==> config.mk <==
export PLATFORM = sky130hd
export DESIGN_NAME = drop_scheduler
export DESIGN_NICKNAME = d
export VERILOG_FILES = /design/src/rtl/drop_sched_pkg.sv /design/src/rtl/drop_scheduler_lock_timer.sv /design/src/rtl/drop_scheduler.sv
export SDC_FILE = /design/constraint.sdc
export NUM_CORES = 1
export LEC_CHECK = 0
export CAP_MARGIN = 20
export CORE_MARGIN = 2
export CORE_UTILIZATION = 45
export CTS_CLUSTER_DIAMETER = 100
export DETAILED_ROUTE_END_ITERATION = 8
export PLACE_DENSITY = 0.72
export REMOVE_ABC_BUFFERS = 1
export SKIP_LAST_GASP = 1
export SYNTH_ARGS = -nofsm -noshare
export SYNTH_HDL_FRONTEND = slang
export SYNTH_SLANG_ARGS = --single-unit
==> constraint.sdc <==
create_clock -name clk -period 11.2 [get_ports clk]
set_input_delay 1.68 -clock clk [delete_from_list [all_inputs] [get_ports clk]]
set_output_delay 1.68 -clock clk [all_outputs]
set_load 0.005 [all_outputs]
==> src/rtl/drop_sched_pkg.sv <==
// Shared types, default tick constants and the level-to-period helper for drop_scheduler.
package drop_sched_pkg;

    typedef enum logic [1:0] {IDLE, COUNT, REQ} state_t;

    localparam int unsigned DEF_CNT_W      = 25;
    localparam int unsigned DEF_BASE_TICKS = 12_500_000;
    localparam int unsigned DEF_STEP_TICKS = 625_000;
    localparam int unsigned DEF_MIN_TICKS  = 1_250_000;
    localparam int unsigned DEF_SOFT_TICKS = 625_000;
    localparam int unsigned DEF_LOCK_TICKS = 12_500_000;

    // Reduction is compared against base first so the subtraction can never wrap.
    function automatic logic [31:0] period_for_level(
        input logic [3:0]  lvl,
        input logic [31:0] base_ticks,
        input logic [31:0] step_ticks,
        input logic [31:0] min_ticks
    );
        logic [31:0] reduction;
        logic [31:0] diff;
        reduction = 32'(lvl) * step_ticks;
        if (reduction >= base_ticks) begin
            return min_ticks;
        end
        diff = base_ticks - reduction;
        return (diff < min_ticks) ? min_ticks : diff;
    endfunction

endpackage

==> src/rtl/drop_scheduler_lock_timer.sv <==
// Lock-delay counter: one pulse per landing after LOCK_TICKS unpaused landed cycles.
module lock_timer
    import drop_sched_pkg::*;
#(
    parameter int unsigned CNT_W      = DEF_CNT_W,
    parameter int unsigned LOCK_TICKS = DEF_LOCK_TICKS
) (
    input  logic clk,
    input  logic rst_n,
    input  logic en,
    input  logic pause,
    input  logic restart,
    input  logic landed,
    output logic lock_pulse
);

    localparam logic [CNT_W-1:0] LOCK_LAST = CNT_W'(LOCK_TICKS - 1);

    logic [CNT_W-1:0] r_cnt;
    logic             r_armed;

    // Re-arming only on landed low keeps a resting piece from pulsing repeatedly.
    always_ff @(posedge clk or negedge rst_n) begin
        if (!rst_n) begin
            r_cnt      <= '0;
            r_armed    <= 1'b1;
            lock_pulse <= 1'b0;
        end else begin
            lock_pulse <= 1'b0;
            if (!landed || !en || restart) begin
                r_cnt <= '0;
                if (!landed) begin
                    r_armed <= 1'b1;
                end
            end else if (!pause && r_armed) begin
                if (r_cnt == LOCK_LAST) begin
                    lock_pulse <= 1'b1;
                    r_cnt      <= '0;
                    r_armed    <= 1'b0;
                end else begin
                    r_cnt <= r_cnt + 1'b1;
                end
            end
        end
    end

endmodule

==> src/rtl/drop_scheduler.sv <==
// Gravity/drop timing controller with req/ack handshake to the game FSM.
// Optional lock delay enabled by defining DROP_SCHED_LOCK_DELAY_EN.
module drop_scheduler
    import drop_sched_pkg::*;
#(
    parameter int unsigned CNT_W      = DEF_CNT_W,
    parameter int unsigned BASE_TICKS = DEF_BASE_TICKS,
    parameter int unsigned STEP_TICKS = DEF_STEP_TICKS,
    parameter int unsigned MIN_TICKS  = DEF_MIN_TICKS,
    parameter int unsigned SOFT_TICKS = DEF_SOFT_TICKS,
    parameter int unsigned LOCK_TICKS = DEF_LOCK_TICKS
) (
    input  logic       clk,
    input  logic       rst_n,
    input  logic       en,
    input  logic       pause,
    input  logic [3:0] level,
    input  logic       soft_drop,
    input  logic       restart,
    input  logic       drop_ack,
    input  logic       landed,
    output logic       drop_req,
    output logic       lock_pulse,
    output logic       active
);

    localparam logic [CNT_W-1:0] SOFT_W = CNT_W'(SOFT_TICKS);

    state_t           r_state;
    state_t           w_next_state;
    logic [CNT_W-1:0] r_cnt;
    logic [CNT_W-1:0] w_next_cnt;
    logic [3:0]       r_lvl;
    logic [3:0]       w_next_lvl;
    logic [CNT_W-1:0] w_period;
    logic [CNT_W-1:0] w_target;

    assign w_period = CNT_W'(period_for_level(r_lvl, 32'(BASE_TICKS), 32'(STEP_TICKS), 32'(MIN_TICKS)));
    assign w_target = (soft_drop && (SOFT_W < w_period)) ? SOFT_W : w_period;

    always_comb begin
        w_next_state = r_state;
        w_next_cnt   = r_cnt;
        w_next_lvl   = r_lvl;
        if (!en) begin
            w_next_state = IDLE;
            w_next_cnt   = '0;
        end else begin
            case (r_state)
                IDLE: begin
                    w_next_state = COUNT;
                    w_next_cnt   = '0;
                    w_next_lvl   = level;
                end
                COUNT: begin
                    if (restart) begin
                        w_next_cnt = '0;
                        w_next_lvl = level;
                    end else if (!pause) begin
                        if (r_cnt >= w_target - 1'b1) begin
                            w_next_state = REQ;
                        end else begin
                            w_next_cnt = r_cnt + 1'b1;
                        end
                    end
                end
                REQ: begin
                    if (restart || drop_ack) begin
                        w_next_state = COUNT;
                        w_next_cnt   = '0;
                        w_next_lvl   = level;
                    end
                end
                default: begin
                    w_next_state = IDLE;
                    w_next_cnt   = '0;
                end
            endcase
        end
    end

    always_ff @(posedge clk or negedge rst_n) begin
        if (!rst_n) begin
            r_state  <= IDLE;
            r_cnt    <= '0;
            r_lvl    <= '0;
            drop_req <= 1'b0;
            active   <= 1'b0;
        end else begin
            r_state  <= w_next_state;
            r_cnt    <= w_next_cnt;
            r_lvl    <= w_next_lvl;
            drop_req <= (w_next_state == REQ);
            active   <= (w_next_state != IDLE);
        end
    end

`ifdef DROP_SCHED_LOCK_DELAY_EN
    lock_timer #(
        .CNT_W     (CNT_W),
        .LOCK_TICKS(LOCK_TICKS)
    ) u_lock_timer (
        .clk       (clk),
        .rst_n     (rst_n),
        .en        (en),
        .pause     (pause),
        .restart   (restart),
        .landed    (landed),
        .lock_pulse(lock_pulse)
    );
`else
    logic w_unused_landed;
    assign w_unused_landed = landed;
    assign lock_pulse      = 1'b0;
`endif

endmodule

==> metrics <==
status=completed; routed len/inst=around 16 um; clk_lat worst skew=0.29 ns; Period minus WS final=10.14 ns; GRT Max-Usage Layer=met2; crit path kind=flop to flop; cts hold-fix bufs=0; largest net degree at the start of global routing=34; initial antenna violation count=0; R2R depth=36; routed vias=between 4000 and 5000; TritonCTS clock tree=yes; number of DRC markers in iteration 0=between 200 and 300; Setup crit end=r_cnt[24]; CP peak stage delay=~0.67 ns; Root Buffer=clkbuf_8; Synth cell types=76; GRT met3 Usage=roughly 2%; Fin. Hold Viols=0; row cnt=36; FFs w/ async S/R, synth=100.0%; Main synth FF type=dfrtp_1; DRC Markers=0; Largest delay share family, worst path=compound AO/OA/AOI/OAI gates; Fmax=approximately 100 MHz; hold depth=1; dominant cell type by area after synthesis=dfrtp_1; vias in the first global route=4113; routed vias/inst=~6.2; Hold Crit Class=flop to flop; reg-to-reg endpoint=r_cnt[24]; CP max stage cell=dfrtp_1; Syn. warnings=0; worst-margin pin slew=slightly below 0.7 ns; first-pass GRT wire length=around 19 mm; Die Y=about 100 um; Critical Path RT=11.41 ns; htree depth=2; Die X=between 100 and 150 um; period utilization=between 90% and 100%; Pwr Density=roughly 150 mW/mm^2; CTS clk-pin slew, worst paths=about 0.070 ns; R2R Setup Slk=1.06 ns; pre-CTS WS=around 1.2 ns; DP HPWL=between 8 and 9 mm; Setup Viol. Count Final=0; cell count along the critical path=36; EDFF count, synth=0; Synth Register Bits=33; share of layout cells above drive strength 1=under 10%; full die area=around 0.011 sq mm; Buf+Inv Stages, Crit Path=4; Critical Path Start Type=flop; Synth top area share=18.27%; Slew HR=54.06%; routability cong.=around 0.87; CTS-repair resized insts=0; worst path arrival time=between 10 and 15 ns; placed cells=693; Top Ports=15; setup TNS=0 ns; Post-Route WL=11.19 mm; CP Capture Type=flop; grt total ovfl=0; CP Max Fanout=27; Clock Tree Buf Depth=2; PortBufs=12; ant diodes=0; dominant cells by area after synthesis=dfrtp_1, ha_1, xnor2_1; nets@finish=approximately 630; RSZ-0062 raised after global routing=false; GRT met1 Usage=between 20% and 30%; Avg Cell Area, Syn=8.001 sq um; Post-Syn Area=0.004521 sq mm; Slew Limit Fails=0; worst IR drop on VDD=~0.081 mV; Leak Pwr=roughly 2 nW; max cap viols=0; Final ANT Viol Nets=0; Num CTS Buffers=5; postcts setup bufs=0; All-Layer GR Usage=20.78%; Pre-antenna DRT Iters=5; final worst setup slack=roughly 1.1 ns; CTS Sinks=33; Area growth syn-to-layout=7.916%; Final Skew=~0.013 ns; GR Util met2=36.00%; sequential fraction of the synthesis area=18.27%; Syn Inst Count=roughly 570; worst setup path start=r_lvl[0]; Layout Cells excl Fill=around 700; effective utilization at floorplan=a little under half; FF-to-FF Start=r_lvl[0]; core area=~0.01 sq mm
-- registers in the layout (all words and copies together), names as in the netlist --
register	count
drop_req	1
r_state	2
active	1
r_cnt	25
r_lvl	4
-- through the flow --
step	utilization, %	instance area [sq um]	total power [W]	hold WS (ns)
2_1_floorplan	-	4423	0.0005216	0.4648
3_3_place_gp	48.72	4762	0.0006090	0.5107
3_5_place_dp	48.72	4762	0.0006224	0.5160
4_1_cts	49.91	4878	0.0007447	0.5300
5_1_grt	49.91	4878	0.0008085	0.5417
6_report	49.91	4878	0.0007477	0.5275
-- cell usage after synthesis (5+ instances only) --
cell type and n:
nand2b_1 7, o21a_1 5, o311a_1 5, and3_1 10
nor3_1 15, o21ai_1 5, clkbuf_1 19, o211ai_1 13
nand4_1 11, or2_2 5, a21oi_1 33, a31oi_1 8
a211oi_1 6, nand3_1 20, xnor2_1 24, inv_1 15
o31ai_1 14, dfrtp_1 33, or3_1 8, nor2_1 41
o21ai_0 35, ha_1 48, a21o_1 17, nor4_1 8
and2_1 9, or4_1 13, xor2_1 21, nor2b_1 8
nand2_1 39
-- cells by family after synthesis --
kind of cell | synth area share (%)
AOI/OAI and AO/OA | 28.01
xor gates and xnor gates | 10.32
adders and majority gates | 14.17
buffers and inverters | 3.404
DFF | 18.27
muxes | 0.4982
other | 0.1661
and+or+nand+nor | 25.16
-- layout by cell type, fill, tap and decap left out, drive strengths merged, types with 5 or more instances in the layout --
| cell type | n |
|---|---|
| o21a | 5 |
| nor3 | 15 |
| a21o | 17 |
| xnor2 | 24 |
| or3 | 8 |
| a211oi | 8 |
| buf | 7 |
| clkdlybuf4s50 | 12 |
| nor4 | 10 |
| dfrtp | 33 |
| ha | 48 |
| o21ai | 41 |
| nor2b | 8 |
| a31oi | 8 |
| nand4 | 11 |
| nand3 | 21 |
| nand2 | 39 |
| o211ai | 15 |
| clkbuf | 7 |
| a21oi | 34 |
| and2 | 9 |
| o311a | 5 |
| and3 | 10 |
| o31ai | 14 |
| nor2 | 42 |
| nand2b | 7 |
| inv | 15 |
| or2 | 6 |
| xor2 | 24 |
| or4 | 13 |
-- power by group --
part	leakage (nW)	internal [W]	switching (W)
logic	1.49	0.000198	0.000304
registers	0.449	0.000121	0.00000641
clock network	0.0585	0.0000726	0.0000455
total	2.00	0.000392	0.000356
-- worst min-delay path by stage --
stage | slack, ns | startpoint | end
4_1_cts | 0.53 | r_cnt[11] | r_cnt[11]
3_3_place_gp | 0.51 | r_cnt[11] | r_cnt[11]
5_1_grt | 0.54 | r_cnt[11] | r_cnt[11]
6_report | 0.53 | r_cnt[11] | r_cnt[11]
3_5_place_dp | 0.52 | r_cnt[11] | r_cnt[11]
2_1_floorplan | 0.46 | r_cnt[11] | r_cnt[11]
-- area by class of cell --
type	instances	area (sq um)
Fill cell	943	4896
Multi-Input combinational cell	493	3541
Sequential cell	33	825.8
Timing Repair Buffer	19	172.7
Tap cell	133	166.4
Clock buffer	7	86.33
Inverter	15	56.30
Clock inverter	1	30.03
-- metal layers --
layer,part of all wire [%],up-vias,wire length [um]
li1,-,2153,-
met1,47,2092,5265
met5,0,-,0
met3,3.7,18,419
met4,1.5,0,163
met2,48,103,5344
No activity file was read; power rests on OpenSTA's default activity.
